**config.mk**
```make
export PLATFORM = sky130hd
export DESIGN_NAME = axi4_lite_write_master_q
export DESIGN_NICKNAME = d
export VERILOG_FILES = /design/src/rtl/axi4_lite_pkg.sv /design/src/rtl/axi4_lite_cmd_fifo.sv /design/src/rtl/axi4_lite_write_master_q.sv
export SDC_FILE = /design/constraint.sdc
export NUM_CORES = 1
export LEC_CHECK = 0
export ABC_AREA = 1
export ABC_CLOCK_PERIOD_IN_PS = 9250
export CORE_MARGIN = 1.5
export CORE_UTILIZATION = 50
export DETAILED_ROUTE_END_ITERATION = 16
export DONT_BUFFER_PORTS = 1
export PLACE_DENSITY_LB_ADDON = 0.05
export SLEW_MARGIN = 20
export SYNTH_ARGS = -nofsm -noshare
export SYNTH_HDL_FRONTEND = slang
export SYNTH_SLANG_ARGS = --single-unit
```
**constraint.sdc**
```tcl
create_clock -name clk -period 9.25 [get_ports clk]
set_input_delay 1.3875 -clock clk [delete_from_list [all_inputs] [get_ports clk]]
set_output_delay 1.3875 -clock clk [all_outputs]
set_load 0.01 [all_outputs]
```
**src/rtl/axi4_lite_pkg.sv**
```systemverilog
// Shared types for the queued AXI4-Lite write master: response codes and issue FSM states.
package axi4_lite_pkg;

  typedef enum logic [1:0] {
    OKAY   = 2'b00,
    EXOKAY = 2'b01,
    SLVERR = 2'b10,
    DECERR = 2'b11
  } axi_resp_t;

  typedef enum logic {
    ST_IDLE  = 1'b0,
    ST_ISSUE = 1'b1
  } issue_state_t;

  function automatic logic is_err_resp(input logic [1:0] resp);
    return (resp == SLVERR) || (resp == DECERR);
  endfunction

endpackage

```
**src/rtl/axi4_lite_cmd_fifo.sv**
```systemverilog
// First-word-fall-through command FIFO; head is valid whenever empty_o is low.
module axi4_lite_cmd_fifo #(
  parameter int WIDTH = 8,
  parameter int DEPTH = 4,
  localparam int PTR_W = $clog2(DEPTH)
) (
  input  logic             clk,
  input  logic             rst_n,
  input  logic             push_i,
  input  logic [WIDTH-1:0] data_i,
  input  logic             pop_i,
  output logic             full_o,
  output logic             empty_o,
  output logic [WIDTH-1:0] head_o,
  output logic [PTR_W:0]   count_o
);

  logic [WIDTH-1:0] mem_q [DEPTH];
  logic [PTR_W:0]   wr_q, wr_d;
  logic [PTR_W:0]   rd_q, rd_d;
  logic             push_ok, pop_ok;

  assign push_ok = push_i & ~full_o;
  assign pop_ok  = pop_i & ~empty_o;

  // Pointers carry one extra wrap bit so full and empty are distinguishable.
  always_comb begin
    wr_d = wr_q;
    rd_d = rd_q;
    if (push_ok) wr_d = wr_q + (PTR_W + 1)'(1);
    if (pop_ok)  rd_d = rd_q + (PTR_W + 1)'(1);
  end

  always_ff @(posedge clk or negedge rst_n) begin
    if (!rst_n) begin
      wr_q <= '0;
      rd_q <= '0;
    end else begin
      wr_q <= wr_d;
      rd_q <= rd_d;
    end
  end

  always_ff @(posedge clk) begin
    if (push_ok) mem_q[wr_q[PTR_W-1:0]] <= data_i;
  end

  assign count_o = wr_q - rd_q;
  assign full_o  = (count_o == (PTR_W + 1)'(DEPTH));
  assign empty_o = (wr_q == rd_q);
  assign head_o  = mem_q[rd_q[PTR_W-1:0]];

endmodule

```
**src/rtl/axi4_lite_write_master_q.sv**
```systemverilog
// Queued AXI4-Lite write master: buffers commands, issues AW/W independently,
// bounds outstanding writes and reports each B response locally.
module axi4_lite_write_master_q #(
  parameter int ADDR_WIDTH      = 32,
  parameter int DATA_WIDTH      = 32,
  parameter int CMD_DEPTH       = 4,
  parameter int MAX_OUTSTANDING = 4,
  localparam int STRB_WIDTH     = DATA_WIDTH / 8
) (
  input  logic                  clk,
  input  logic                  rst_n,
  input  logic                  cmd_valid,
  output logic                  cmd_ready,
  input  logic [ADDR_WIDTH-1:0] cmd_addr,
  input  logic [DATA_WIDTH-1:0] cmd_data,
  input  logic [STRB_WIDTH-1:0] cmd_strb,
  output logic                  busy,
  output logic                  resp_valid,
  output logic [1:0]            resp_code,
  output logic                  err_sticky,
  input  logic                  err_clear,
  output logic [ADDR_WIDTH-1:0] M_AXI_AWADDR,
  output logic                  M_AXI_AWVALID,
  input  logic                  M_AXI_AWREADY,
  output logic [DATA_WIDTH-1:0] M_AXI_WDATA,
  output logic [STRB_WIDTH-1:0] M_AXI_WSTRB,
  output logic                  M_AXI_WVALID,
  input  logic                  M_AXI_WREADY,
  input  logic [1:0]            M_AXI_BRESP,
  input  logic                  M_AXI_BVALID,
  output logic                  M_AXI_BREADY
);
  import axi4_lite_pkg::*;

  localparam int FIFO_W = ADDR_WIDTH + DATA_WIDTH + STRB_WIDTH;
  localparam int FCNT_W = $clog2(CMD_DEPTH) + 1;
  localparam int CNT_W  = $clog2(MAX_OUTSTANDING + 1);
  localparam logic [CNT_W-1:0] MAX_CNT = CNT_W'(MAX_OUTSTANDING);

  logic                  fifo_full, fifo_empty, push, pop;
  logic [FIFO_W-1:0]     head;
  logic [FCNT_W-1:0]     fifo_cnt, fifo_cnt_nxt;
  logic [ADDR_WIDTH-1:0] head_addr;
  logic [DATA_WIDTH-1:0] head_data;
  logic [STRB_WIDTH-1:0] head_strb;

  issue_state_t     state_q, state_d;
  logic             aw_done_q, aw_done_d, w_done_q, w_done_d;
  logic [CNT_W-1:0] outst_q, outst_d;
  logic             resp_valid_q, resp_valid_d;
  logic [1:0]       resp_code_q, resp_code_d;
  logic             err_q, err_d;
  logic             aw_hs, w_hs, b_hs, issue_done, can_issue;

  axi4_lite_cmd_fifo #(
    .WIDTH (FIFO_W),
    .DEPTH (CMD_DEPTH)
  ) u_fifo (
    .clk     (clk),
    .rst_n   (rst_n),
    .push_i  (push),
    .data_i  ({cmd_addr, cmd_data, cmd_strb}),
    .pop_i   (pop),
    .full_o  (fifo_full),
    .empty_o (fifo_empty),
    .head_o  (head),
    .count_o (fifo_cnt)
  );

  assign cmd_ready = !fifo_full;
  assign push      = cmd_valid & cmd_ready;
  assign {head_addr, head_data, head_strb} = head;

  assign M_AXI_AWVALID = (state_q == ST_ISSUE) & !aw_done_q;
  assign M_AXI_WVALID  = (state_q == ST_ISSUE) & !w_done_q;
  assign M_AXI_AWADDR  = M_AXI_AWVALID ? head_addr : '0;
  assign M_AXI_WDATA   = M_AXI_WVALID ? head_data : '0;
  assign M_AXI_WSTRB   = M_AXI_WVALID ? head_strb : '0;
  assign M_AXI_BREADY  = (outst_q != '0);

  assign aw_hs      = M_AXI_AWVALID & M_AXI_AWREADY;
  assign w_hs       = M_AXI_WVALID & M_AXI_WREADY;
  assign b_hs       = M_AXI_BVALID & M_AXI_BREADY;
  assign issue_done = (state_q == ST_ISSUE) & (aw_done_q | aw_hs) & (w_done_q | w_hs);
  assign pop        = issue_done;

  always_comb begin
    outst_d = outst_q;
    if (issue_done && !b_hs)      outst_d = outst_q + CNT_W'(1);
    else if (!issue_done && b_hs) outst_d = outst_q - CNT_W'(1);
  end

  // Look at the post-cycle FIFO occupancy so a push into an idle block issues next cycle.
  assign fifo_cnt_nxt = fifo_cnt + FCNT_W'(push) - FCNT_W'(pop);
  assign can_issue    = (fifo_cnt_nxt != '0) && (outst_d < MAX_CNT);

  always_comb begin
    state_d   = state_q;
    aw_done_d = aw_done_q;
    w_done_d  = w_done_q;
    if (state_q == ST_IDLE) begin
      if (can_issue) state_d = ST_ISSUE;
    end else if (issue_done) begin
      aw_done_d = 1'b0;
      w_done_d  = 1'b0;
      state_d   = can_issue ? ST_ISSUE : ST_IDLE;
    end else begin
      if (aw_hs) aw_done_d = 1'b1;
      if (w_hs)  w_done_d  = 1'b1;
    end
  end

  // A same-cycle error response takes priority over err_clear.
  always_comb begin
    resp_valid_d = b_hs;
    resp_code_d  = b_hs ? M_AXI_BRESP : resp_code_q;
    err_d        = err_q;
    if (b_hs && is_err_resp(M_AXI_BRESP)) err_d = 1'b1;
    else if (err_clear)                   err_d = 1'b0;
  end

  always_ff @(posedge clk or negedge rst_n) begin
    if (!rst_n) begin
      state_q      <= ST_IDLE;
      aw_done_q    <= 1'b0;
      w_done_q     <= 1'b0;
      outst_q      <= '0;
      resp_valid_q <= 1'b0;
      resp_code_q  <= '0;
      err_q        <= 1'b0;
    end else begin
      state_q      <= state_d;
      aw_done_q    <= aw_done_d;
      w_done_q     <= w_done_d;
      outst_q      <= outst_d;
      resp_valid_q <= resp_valid_d;
      resp_code_q  <= resp_code_d;
      err_q        <= err_d;
    end
  end

  assign resp_valid = resp_valid_q;
  assign resp_code  = resp_code_q;
  assign err_sticky = err_q;
  assign busy       = !fifo_empty | (state_q == ST_ISSUE) | (outst_q != '0);

endmodule

```
### After elaboration in Yosys (flattened, before gate mapping)

Memory sizes are Yosys's and may differ from the RTL's.
Index checks and enable logic that the tools add are counted.

* register bits: 16
* bits in writable memories: 272
* input bits: 77
* output and inout port bits: 77
* word-level logic and storage cells: 72
* memories kept: 1

Memory list
* u_fifo.mem_q: words 4, width 68, rd ports 1, clocked after Yosys merged registers in 0, wr ports 1, RTL line axi4_lite_cmd_fifo.sv:18 `logic [WIDTH-1:0] mem_q [DEPTH];`

* add/sub/neg operators: 7
* $lt $le $gt $ge: 1
* equal/unequal tests: 4
* muxes and demuxes: 16
* bitwise logic cells: 16
* reduce and logical (&&, ||, !) cells: 18

Operator list (number)
* 32-bit two-way mux: 2
* 1-bit two-way mux: 11
* 1-bit bitwise AND: 10
* 3-bit by 1-bit adder with 3-bit output (second input constant): 3
* 1-bit zero test: 6
* 3-bit two-way mux: 2
* 2-bit nonzero test: 3
* 3-bit nonzero test: 2
* 2-bit == test (second input constant): 2
* 1-bit logical AND: 4
* 4-bit two-way mux: 1
* 1-bit bitwise OR: 4
* 2-bit AND reduction: 2
* 3-bit by 1-bit adder with 3-bit output: 1
* 3-bit == test: 1
* 3-bit == test (second input constant): 1
* 3-bit less-than comparator (second input constant): 1
* 3-bit by 1-bit subtractor with 3-bit output: 1
* 3-bit by 1-bit subtractor with 3-bit output (second input constant): 1
* 3-bit subtractor: 1
* 1-bit inverter: 2
* 1-bit logical OR: 1

### Depth between registers and ports, before layout

* depth after elaboration: 15
* depth in mapped cells: 15
* gate-level depth less buffers: 15

### Cells and area by module

A second synthesis with hierarchy kept.

* cells, all modules: 945
* area, all modules: 11826.3 um2

Modules (own cells, without submodules)
* axi4_lite_cmd_fifo: instances 1, cells each 720, area an instance 10598.9 um2, seq. area each 8318.0 um2
* axi4_lite_write_master_q: instances 1, cells each 225, area an instance 1227.4 um2, seq. area each 250.2 um2

### Least setup slack after synthesis

No wires, ideal clock.

* kind: input-to-reg
* from: in cmd_valid
* to: mem u_fifo.mem_q[0][0] (netlist bit) (enable)
* library setup time: 0.495 ns
* data arrival time: 4.345 ns
* required time: 8.755 ns
* path slack: 4.411 ns
* stages on the path: 2
* buffers on the path: 0
* path through: nand2_2 nor2_1

* word-level cells in the longest chain between the ends: 4

RTL lines
* from (decl): RTL line axi4_lite_write_master_q.sv:12 `input logic cmd_valid,`
* 1-bit bitwise AND: RTL line axi4_lite_write_master_q.sv:71 `assign push = cmd_valid & cmd_ready;`
* 1-bit bitwise AND: RTL line axi4_lite_cmd_fifo.sv:23 `assign push_ok = push_i & ~full_o;`
* 1-bit two-way mux: RTL line axi4_lite_cmd_fifo.sv:45 `if (push_ok) mem_q[wr_q[PTR_W-1:0]] <= data_i;`
* 1-bit two-way mux (implied by the code): RTL line axi4_lite_cmd_fifo.sv:45
* to (decl): RTL line axi4_lite_cmd_fifo.sv:18

Every way passes these cells.

### Worst setup path after layout

* from: reg u_fifo.rd_q[0]
* to: out M_AXI_AWADDR[27]

* word-level cells in the longest chain between the ends: 2

RTL lines
* from (decl): RTL line axi4_lite_cmd_fifo.sv:20 `logic [PTR_W:0] rd_q, rd_d;`
* from (signal assigned): RTL line axi4_lite_cmd_fifo.sv:40 `rd_q <= rd_d;`
* memory read 4 x 68 bit
* 32-bit two-way mux: RTL line axi4_lite_write_master_q.sv:76 `assign M_AXI_AWADDR = M_AXI_AWVALID ? head_addr : '0;`
* to (decl): RTL line axi4_lite_write_master_q.sv:22 `output logic [ADDR_WIDTH-1:0] M_AXI_AWADDR,`

Every way passes these cells.

==> impl_metrics.ini <==
[clocking]
clock_latency_ns = 0.54
htree_levels = 1
clockBufferDepth = 3
clk_pin_slew_ns = 0.06
post_cts_resized = 0
clock-sinks = 288
cts_setup_buffers = 0
numCtsBuffers = 29
postCtsHoldBufs = 0
cts_tree = yes
root_buffer = clkbuf_16

[synthesis]
yosysSeqAreaShare_pct = 74.5
yosys.cell_types.count = 26
yosysWarnings = 0
syn-num-nets = 1018
yosysTopAreaCell = edfxtp_1
synth_top_area_share_pct = 71.0
synth_area_sq_mm = 0.0115
synthCells = 926
synth.avg_cell_area_sq_um = 12.4
synth_seq_cells = 288
synth.top_cells.by_area = edfxtp_1, nor2_1, o21ai_0

[global_routing]
grt_pass1_wl_microns = 37600
grt_pass1_vias = 6814
antenna_found_initial = 0
grtUsageTotal_pct = 20.4
grt_overflow_total = 0
grt_start_max_net_pins = 77

[routing]
wl_per_cell_microns = 20.3
vias_per_cell = 5.59
drtIter0Drc = 506
dr_total_vias = 6827
drc = 0
dr.pass1.iters = 5
antenna_left = 0
routed_wl_microns = 24800

[floorplan]
core-area_sq_mm = 0.0226
die_w_microns = 155
ios = 154
rows = 55
initial_core_util_pct = 51.0
die_area_sq_mm = 0.0239
die_h_microns = 155

[timing]
finalSetupViolations = 0
fmax_ghz = 0.209
slew_violations = 0
hold_viol = 0
min_period_over_period_pct = 51.7
fin_skew_ns = 0.0120
min_period_ns = 4.78
worst_slew_pin_slew_ns = 1.07
fin_tns_setup_ns = 0
rsz0062_at_grt = false
slew_headroom_pct = 28.3

[setup_path]
start_kind = flip-flop
worstSetupEndpointType = output pin
crit_fanout = 76
worstPathArrival_ns = 3.39
rrSetupSlack_ns = 5.24
critical_path_required_ns = 7.86
crit_type = flip-flop to output pin

[worst_hold_path]
hold_class = flip-flop to flip-flop

[final_layout]
final_core_util_pct = 55.9
drive_above_1_share_pct = 6.72
regArea_sq_mm = 0.00857
final_common_cell = nor2_1
multi_input_area_sq_mm = 0.00260
syn2layout_area_growth_pct = 9.62
final_cell_mix = nor2_1, edfxtp_1, o21ai_0, a21oi_1
fill_cells = 1818
nNetsFinal = 1007
antenna_cells = 0

[power_and_ir_drop]
power.density_mw_per_mm2 = 359
power_leakage_nw = 4.31
peakVddDrop_mv = 0.220

[job]
drv_cap = 0

[place]
hpwl_microns = 13800
port-buffer-count = 0
gp_congestion = 0.764

[run_status]
status = finished, final reports clean
[power by group]
part	switching, mW	internal, mW
registers	0.126	1.79
clock network	0.464	0.645
logic	1.12	0.384
total	1.71	2.82
[critical path, stage by stage, from the launching register on]
cell	delay (ns)
dfrtp_4	0.89
clkinv_2	0.80
buf_4	0.62
o21ai_1	0.31
a21oi_1	0.15
[synth_stat cells]
library cell and count:
nor2_1 281, edfxtp_1 272, o21ai_0 118, a21oi_1 71, nand2_1 29, clkbuf_1 27
o21ai_1 25, inv_1 22, buf_2 16, dfrtp_1 16, ha_1 13, nand3_1 7
inv_2 6, buf_6 5, xor2_1 4, buf_1 2, fa_1 2, nor2_2 2
a22oi_1 1, buf_4 1, nand2_2 1, nand3b_1 1, nand4_1 1, nand4_2 1
or2_2 1, xnor2_1 1
[cell families after synthesis]
logic type               share of synthesized area [%]
buffers and inverters                             3.11
AO/OA/AOI/OAI                                     9.38
XOR/XNOR                                         0.381
flip-flops                                        74.5
adder cells (fa/ha/maj)                           1.76
AND/OR/NAND/NOR                                   10.9
[state kept, by name, summed over array words and instances, names as in the netlist]
| register | cells |
|---|---|
| err_sticky | 1 |
| resp_valid | 1 |
| u_fifo.rd_q | 3 |
| u_fifo.mem_q | 272 |
| outst_q | 3 |
| aw_done_q | 1 |
| u_fifo.wr_q | 3 |
| w_done_q | 1 |
| state_q | 1 |
| resp_code | 2 |
[area by class of cell]
cell class,count,share of cell area [%]
multi-input combinational,559,20.6
tap,285,2.83
inverter,28,0.844
clock inverter,14,0.933
sequential,288,68.0
timing repair buffer,9,0.536
clock buffer,39,6.21
[final timing paths]
kind | depth (start not counted) | from | end
worst max-delay path | 4 | u_fifo.rd_q[0]$_DFFE_PN0P_ | M_AXI_AWADDR[27]
worst min-delay path | 1 | outst_q[2]$_DFF_PN0_ | outst_q[2]$_DFF_PN0_
worst max register to register | 6 | u_fifo.rd_q[1]$_DFFE_PN0P_ | u_fifo.mem_q[0][51]$_DFFE_PP_
worst min register to register | 1 | outst_q[2]$_DFF_PN0_ | outst_q[2]$_DFF_PN0_
max in group asynchronous | 0 | rst_n | u_fifo.rd_q[0]$_DFFE_PN0P_
min in group asynchronous | 0 | rst_n | outst_q[0]$_DFFE_PN0P_
[per-stage QoR]
stage,setup slack (ns),cells,area (sq um),power [mW],hold WS [ns]
2_1_floorplan,4.41,926,11500,3.07,0.457
3_3_place_gp,5.08,1169,11700,3.41,0.480
3_5_place_dp,5.00,1169,11700,3.47,0.484
4_1_cts,4.42,1222,12600,4.58,0.495
5_1_grt,4.18,1222,12600,4.82,0.511
6_report,4.47,1222,12600,4.53,0.490
[layer usage]
metal  global-route usage (%)  wire length [microns]  vias up
li1                         -                      -     3223
met1                     25.2                  10100     3375
met5                        0                      0        -
met4                     5.68                    486        0
met2                     34.5                  12100      191
met3                     6.86                   2100       38
(Power assumes the default switching activity.)
==> patch, RTL diff (same flow settings) <==
`CMD_DEPTH`: 4 -> 8.
--- a/src/rtl/axi4_lite_write_master_q.sv
+++ b/src/rtl/axi4_lite_write_master_q.sv
@@ -3,7 +3,7 @@
 module axi4_lite_write_master_q #(
   parameter int ADDR_WIDTH      = 32,
   parameter int DATA_WIDTH      = 32,
-  parameter int CMD_DEPTH       = 4,
+  parameter int CMD_DEPTH       = 8,
   parameter int MAX_OUTSTANDING = 4,
   localparam int STRB_WIDTH     = DATA_WIDTH / 8
 ) (
Behaviour: no difference found for any inputs over 4 cycles, from zero or initial values and one cycle with rst_n low; that may be too few to reach the edited logic, so the function may still have changed.
==> patch against the original RTL <==
Cell area up 110%; total power up 88%; sequential cell count up 274; wire length up 120%; count of clock-buffer cells in the layout up 54; non-clock buffer count up 11; sequential share of layout area down 3.4 points; clock skew down 0.0018 ns; combinational power up 95%; worst setup slack worse by 0.19 ns; synthesized area up 110%; global-route usage up 1.7 points.
==> patch: results (changes against the original RTL) <==
Drt total wl: 53800 um (was 24800 um)
Initial DRC count: 1135 (was 506)
Cts bufs inserted: 58 (was 29)
DIE AREA: 48900 sq um (was 23900 sq um)
Fill cell count: 4010 (was 1818)
Share of cells above drive strength 1: 4.43% (was 6.72%)
Vias post-DR: 14900 (was 6827)
Reg-to-reg endpoint: u_fifo.mem_q[5][20] (was u_fifo.mem_q[0][51])
Worst-Margin Slew: 1.09 ns (was 1.07 ns)
First-pass GRT wire length: 83200 um (was 37600 um)
H-Tree Depth: 2 (was 1)
Clk_lat worst skew: 0.61 ns (was 0.54 ns)
Crit. Startpoint: u_fifo.rd_q[2] (was u_fifo.rd_q[0])
Placer congestion estimate: 0.770 (was 0.764)
Vias in the first global route: 14500 (was 6814)
Leak pwr: 0.0101 uW (was 0.00431 uW)
Synth area leaders: edfxtp_1 69%, nor2_1 8.7%, nand2_1 7.1% (was edfxtp_1 71%, nor2_1 9.2%, o21ai_0 5.1%)
CP max FO: 83 (was 76)
Max reg flops: 544 (was 272)
Maximum vdd drop: 0.212 mV (was 0.220 mV)
Outcome: finished clean (unchanged)
Initial antenna violation count: 1 (was 0)
Number of flops mapped to enable cells by yosys: 544 (was 272)
Worst Setup End Kind: flop (was primary output)
Post-DP HPWL: 28700 um (was 13800 um)
Largest net degree at the start of global routing: 253 (was 77)
All-Layer GR Usage: 22.1% (was 20.4%)
Commonest cells post-synth: 555 x nor2_1, 544 x edfxtp_1, 452 x nand2_1 (was 281 x nor2_1, 272 x edfxtp_1, 118 x o21ai_0)
Clock skew: 0.0102 ns (was 0.0120 ns)
Post-synthesis sequential area ratio: 70.5% (was 74.5%)
FF-to-FF path depth: 12 (was 6)
CTS max path bufs: 3 (unchanged)
CP arrival: 5.20 ns (was 3.39 ns)
Min-delay worst type: input pin to async pin (was flop to flop)
Worst reg-to-reg setup slack: 4.28 ns (was 5.24 ns)
Largest stage delay, worst path: 1.14 ns (was 0.89 ns)
Nets: 2302 (was 1007)
Synth unique cells: 23 (was 26)
patch: cell types whose count changed in the layout (fill, tap and decap cells not counted), moves of 25 or more:
cell / change
a21oi_1: -65
clkbuf_16: +30
edfxtp_1: +272
inv_1: +207
nand2_1: +423
nand3_1: +143
nor2_1: +270
o21ai_1: -25
patch: through the flow:
step	total power (uW)	instance area [sq um]	instances	setup WS [ns]	util, %
finish	8510	26000	2863	4.28	55.6
global route	9090	26000	2863	3.94	55.6
CTS	8600	25900	2861	4.13	55.5
detailed placement	6470	24200	2753	4.23	51.8
global placement	6420	24200	2753	4.21	51.8
floorplan	5710	23800	2241	1.67	-
patch: cell families (layout without fill, tap and decap cells):
logic type      after synthesis  in the layout  synth area share (%)
flops                       562            562                  70.5
compound gates              149            149                  3.14
xor+xnor                      7              7                 0.257
buf+inv                     345            360                  6.03
simple gates               1161           1161                  19.1
fa+ha+maj                    17             17                 0.956
patch: metal layers:
layer  vias up  GRT usage [%]  wire length, um
met4         2           7.88             1510
met5         -              0               13
met3        89           4.36             3320
met2       354           36.0            24900
met1      7162           29.7            24100
li1       7251              -                -
patch: area by class of cell:
type                       count  share of cell area [%]
sequential                   562                    64.6
clock inverter                15                   0.255
clock buffer                  93                    6.25
timing repair buffer          20                   0.795
inverter                     232                    3.39
multi-input combinational   1334                    21.7
tap                          607                    2.92
patch: critical path: cells and delay by family (launching register included):
kind	cells	cell delay (ns)
DFF	1	1.14
buffers and inverters	3	1.07
and+or+nand+nor	5	1.44
AOI/OAI and AO/OA	1	0.14
adders and majority gates	2	0.59
xor gates and xnor gates	1	0.14
patch: power by group:
group	internal, uW	switching (uW)
combinational	812	2110
sequential	3260	203
clock	1190	927
